### config.mk
export PLATFORM = sky130hd
export DESIGN_NAME = k12a_clock_gen
export DESIGN_NICKNAME = d
export VERILOG_FILES = /design/src/rtl/k12a_clock_gen_pkg.sv /design/src/rtl/k12a_clock_gen.sv
export SDC_FILE = /design/constraint.sdc
export NUM_CORES = 1
export LEC_CHECK = 0
export CAP_MARGIN = 30
export CELL_PAD_IN_SITES_DETAIL_PLACEMENT = 0
export CELL_PAD_IN_SITES_GLOBAL_PLACEMENT = 1
export CORE_MARGIN = 2
export CORE_UTILIZATION = 41
export CTS_CLUSTER_SIZE = 20
export DETAILED_ROUTE_END_ITERATION = 8
export PLACE_DENSITY_LB_ADDON = 0.1
export SLEW_MARGIN = 20
export SYNTH_ARGS = -nofsm -noshare
export SYNTH_HDL_FRONTEND = slang
export SYNTH_SLANG_ARGS = --single-unit
### constraint.sdc
create_clock -name sys_clock -period 2.5 [get_ports sys_clock]
set_clock_uncertainty 0.15 [all_clocks]
set_input_delay 0.625 -clock sys_clock [delete_from_list [all_inputs] [get_ports sys_clock]]
set_output_delay 0.625 -clock sys_clock [all_outputs]
set_load 0.05 [all_outputs]
### src/rtl/k12a_clock_gen_pkg.sv
// ---------------------------------------------------------------------------
// k12a_clock_gen_pkg
//   Shared types and constants for the K12A CPU clock generator.
//   clock_state_t        : CPU clock FSM states (high phase, low phase, halted)
//   K12A_CLOCK_DIV_RESET : reset value of the latched divide ratio
// ---------------------------------------------------------------------------
package k12a_clock_gen_pkg;

  typedef enum logic [1:0] {
    CS_HIGH   = 2'd0,
    CS_LOW    = 2'd1,
    CS_HALTED = 2'd2
  } clock_state_t;

  localparam int unsigned K12A_CLOCK_DIV_RESET = 0;

endpackage

### src/rtl/k12a_clock_gen.sv
// ---------------------------------------------------------------------------
// k12a_clock_gen
//   CPU clock generator. Divides sys_clock by a run-time ratio that is
//   latched once per CPU cycle (at the cpu_clock rising edge), produces the
//   async RAM write strobe and counts CPU cycles.
//
//   Optional debug halt / single-step, enabled with `define K12A_CLOCK_DEBUG_EN.
//   Without it halt_req/step_req are ignored and halted is tied low.
//
// Ports
//   sys_clock   in   system clock, all state changes on posedge
//   reset_n     in   asynchronous active-low reset
//   div_half    in   [DIV_WIDTH] phase length minus 1, in sys_clock cycles
//   halt_req    in   level, halt with cpu_clock low at end of current cycle
//   step_req    in   one-cycle pulse, run one CPU cycle while halted
//   cpu_clock   out  registered divided clock
//   async_write out  write strobe, first half of last sys cycle of low phase
//   halted      out  high while halted
//   cpu_cycles  out  [CYC_WIDTH] count of cpu_clock rising edges (wraps)
// ---------------------------------------------------------------------------
module k12a_clock_gen
  import k12a_clock_gen_pkg::*;
#(
  parameter int DIV_WIDTH = 4,
  parameter int CYC_WIDTH = 16
) (
  input  logic                 sys_clock,
  input  logic                 reset_n,
  input  logic [DIV_WIDTH-1:0] div_half,
  input  logic                 halt_req,
  input  logic                 step_req,
  output logic                 cpu_clock,
  output logic                 async_write,
  output logic                 halted,
  output logic [CYC_WIDTH-1:0] cpu_cycles
);

  clock_state_t         state, state_nxt;
  logic [DIV_WIDTH-1:0] phase_cnt, phase_nxt;
  logic [DIV_WIDTH-1:0] div_q, div_nxt;
  logic [CYC_WIDTH-1:0] cyc_nxt;
  logic                 halt_en;
  logic                 release_en;
  logic                 rise;

`ifdef K12A_CLOCK_DEBUG_EN
  assign halt_en    = halt_req;
  assign release_en = ~halt_req | step_req;
  assign halted     = (state == CS_HALTED);
`else
  logic unused_debug;
  assign unused_debug = ^{halt_req, step_req};
  assign halt_en      = 1'b0;
  assign release_en   = 1'b1;
  assign halted       = 1'b0;
`endif

  // Next-state decode. A "rise" (entry to CS_HIGH) is the only point where
  // the divide ratio is sampled, so mid-cycle div_half changes wait for it.
  always_comb begin
    state_nxt = state;
    phase_nxt = phase_cnt;
    div_nxt   = div_q;
    cyc_nxt   = cpu_cycles;
    rise      = 1'b0;
    case (state)
      CS_HIGH: begin
        if (phase_cnt != '0) begin
          phase_nxt = phase_cnt - 1'b1;
        end else begin
          state_nxt = CS_LOW;
          phase_nxt = div_q;
        end
      end
      CS_LOW: begin
        if (phase_cnt != '0) begin
          phase_nxt = phase_cnt - 1'b1;
        end else if (halt_en) begin
          state_nxt = CS_HALTED;
        end else begin
          rise = 1'b1;
        end
      end
      CS_HALTED: begin
        // A step leaves halt for one cycle; halt_req is re-checked at the
        // end of that low phase, which brings the FSM straight back here.
        if (release_en) rise = 1'b1;
      end
      default: rise = 1'b1;
    endcase
    if (rise) begin
      state_nxt = CS_HIGH;
      div_nxt   = div_half;
      phase_nxt = div_half;
      cyc_nxt   = cpu_cycles + 1'b1;
    end
  end

  // cpu_clock comes from the next state so it is a clean register output.
  always_ff @(posedge sys_clock or negedge reset_n) begin
    if (!reset_n) begin
      state      <= CS_LOW;
      phase_cnt  <= '0;
      div_q      <= DIV_WIDTH'(K12A_CLOCK_DIV_RESET);
      cpu_clock  <= 1'b0;
      cpu_cycles <= '0;
    end else begin
      state      <= state_nxt;
      phase_cnt  <= phase_nxt;
      div_q      <= div_nxt;
      cpu_clock  <= (state_nxt == CS_HIGH);
      cpu_cycles <= cyc_nxt;
    end
  end

  // Strobe occupies the sys_clock-high half of the final low-phase cycle;
  // reset_n gating kills it at once if reset lands mid-pulse.
  assign async_write = reset_n & sys_clock & (state == CS_LOW) & (phase_cnt == '0);

endmodule

; Word-level counts from Yosys, hierarchy flattened
; Cells that the tools add are included.
; W data, S select, Z words.
[classes]
shifts = 0
reduce_logical = 6
n_div = 0
order_cmp = 0
add_sub_neg = 2
muxes = 9
n_mul = 0
bitwise_logic = 3
eq_ne = 2
[ops]
columns = op, n
row1 = $add A16 B1 Y16 const B, 1
row2 = $mux W4, 3
row3 = $pmux W4 S2, 1
row4 = $mux W2, 3
row5 = $logic_not A2 Y1, 2
row6 = $logic_not A4 Y1, 1
row7 = $reduce_bool A4 Y1, 1
row8 = $sub A4 B1 Y4 const B, 1
row9 = $and A1 B1 Y1, 3
row10 = $ne A3 B3 Y1 const B, 1
row11 = $reduce_bool A3 Y1, 1
row12 = $eq A2 B1 Y1 const B, 1
row13 = $pmux W1 S2, 1
row14 = $reduce_and A2 Y1, 1
row15 = $mux W1, 1
[word_totals]
wordCells = 27
latchBits = 0
inputBits = 8
rom_bits = 0
regBits = 27
mem_count = 0
ramBits = 0

; Depth between registers and ports, before layout
[logic_depth]
ltp_word = 5
mapped_depth = 7
depth_no_buf = 6

==> reports/metrics.cfg <==
[drt]
antenna_left = 0
vias = 948
wl_per_cell_um = 15.0
drc = 2
drt_iter0_markers = 37
first_pass_iters = 6
wl_mm = 2.69
vias_per_cell = 5.30

[power]
p_leak_nw = 0.885
irDropWorstVdd_v = 0.000586
total_power_mw = 1.40
p_per_area_nw_per_um2 = 835

[clocking]
clkTransAtPathRegs_ns = 0.15
ctsHoldBuffers = 0
insertion_delay_ns = 0.45
tritoncts = done

[critical_path]
worstPathMaxFanout = 2
worstSetupPathType = flip-flop to primary output
path_cells = clkdlybuf4s50_1
crit_start = cpu_cycles[15]
r2r-start = phase_cnt[0]
rr_worst_depth = 11
crit_path_start_kind = flip-flop
reg2reg_to = cpu_cycles[11]
setup.worst_path.end_class = primary output
rrSetupSlack_ns = 0.20
worst-path-buf-inv = 1
crit_slowest_cell = clkdlybuf4s50_1
crit_family = buffers and inverters
worst_ep_arrival_time_ns = 1.65
critPathRequiredTime_ns = 1.73
max_stage_delay_ns = 0.81

[yosys]
synthFlopType = dfrtp_1
synth_edf_count = 0
yosysSeqAreaShare = 0.550
yosysUniqueCellTypes = 34
synth_seq_cells = 27
synth_area_um2 = 1230
syn_area_per_cell_um2 = 11.4
ys_async_sr_fraction = 1.00
ys_warn_count = 0
synthCells = 108

[floorplan]
core_area_um2 = 2810
die-area_um2 = 3460
dieHeight_um = 58.8
die_w_um = 58.8
initial_core_util = 0.439
rows = 19
io_pins = 27

[timing]
final-hold-violation-count = 0
rsz0062_at_grt = no
post-route-min-period_ns = 2.43
tightestPinTransition_ns = 0.505
fin_crit_sh = 0.971
slew_violations = 0
timing.fmax_mhz = 412
setup_viol = 0
slew_headroom = 0.663

[final_layout]
design_area_um2 = 1680
final_cells = 179
nFillCells = 251
final_common_cell = dfrtp_1
n_antenna_cell = 0
syn_to_final_growth_pct = 36.2
drive_gt1_frac = 0.223
layout_common_cells = dfrtp_1 (26), buf_4 (12), nand2_1 (11)
fin_nets = 159

[status]
status = finished, violations left
violations = DRC

[placement]
io_buffers = 23
placed_cells = 168
placed_area_um2 = 1550
gp_congestion = 0.844
hpwl_mm = 1.79

[hold_path]
hp-start = cpu_cycles[15]
hold_end = cpu_cycles[15]
hold_class = flip-flop to flip-flop
holdPathStages = 1

[job]
max-cap-violations = 0

[global_route]
grt_pass1_vias = 1038
gr-usage-all-layers = 0.189
grt_max_degree = 28
antenna_found_initial = 0
overflow = 0
grt_pass1_wl_mm = 4.75

## cell families after synthesis
| group | Yosys count | share of synthesized area |
|---|---|---|
| multiplexers | 2 | 0.0183 |
| adder cells (fa/ha/maj) | 2 | 0.0203 |
| other | 1 | 0.00305 |
| AND/OR/NAND/NOR | 41 | 0.179 |
| flip-flops | 27 | 0.550 |
| buffers and inverters | 7 | 0.0305 |
| AO/OA/AOI/OAI | 13 | 0.0925 |
| XOR/XNOR | 15 | 0.107 |
## registers in the layout, indices dropped and copies added, names as in the netlist
signal / count
cpu_cycles: 16
state: 2
phase_cnt: 4
div_q: 4
cpu_clock: 1
## worst max path at each step
stage / endpoint / slack, ns / cells after the start
4_1_cts: async_write / -0.01 / 5
3_5_place_dp: async_write / -0.35 / 4
6_report: cpu_cycles[15] / 0.07 / 1
5_1_grt: cpu_cycles[15] / 0.02 / 1
3_3_place_gp: async_write / -0.33 / 4
2_1_floorplan: async_write / 0.18 / 5
## layer usage
layer / vias up / share of wire / track usage
met5: - / 0 / 0
met4: 0 / 0.036 / 0.149
met3: 9 / 0.054 / 0.0462
met2: 33 / 0.45 / 0.281
met1: 453 / 0.46 / 0.234
li1: 453 / - / -
## area by class of cell
class,instances,area [um^2],share of cell area
sequential,27,677,0.404
clock inverter,1,7.51,0.00448
inverter,5,18.8,0.0112
timing repair buffer,34,318,0.190
multi-input combinational,75,568,0.339
clock buffer,6,48.8,0.0291
tap,31,38.8,0.0231
## cell usage after synthesis, types with 2 or more instances
master | n | share of area
a211oi_4 | 2 | 0.033
and3_1 | 3 | 0.015
dfrtp_1 | 26 | 0.53
ha_1 | 2 | 0.020
inv_1 | 4 | 0.012
mux2_2 | 2 | 0.018
nand2_1 | 12 | 0.037
nand3_1 | 8 | 0.033
nand4_1 | 5 | 0.025
nor2_1 | 2 | 0.0061
nor2b_1 | 2 | 0.010
nor3_1 | 2 | 0.0081
o21ai_0 | 4 | 0.016
xnor2_1 | 10 | 0.071
xor2_1 | 5 | 0.036
## stage by stage
stage,hold slack (ns),worst slack (ns),TNS [ns],util
after floorplan,0.179,0.179,0,-
after global placement,0.310,-0.329,-0.329,0.551
after detailed placement,0.312,-0.346,-0.346,0.551
after CTS,0.336,-0.0131,-0.0131,0.587
after global routing,0.349,0.0225,0,0.598
final,0.330,0.0737,0,0.598
## timing repair
item / CTS / global route
setup endpoints to repair: 12 / 17
pin swaps: 2 / 4
setup buffers: 6 / 0
gates resized for setup: 19 / 10
## report_power, final
group / switching (mW) / internal, mW
clock network: 0.168 / 0.104
registers: 0.0906 / 0.515
logic: 0.336 / 0.187
Note: power is estimated with default switching activity, not from simulation.
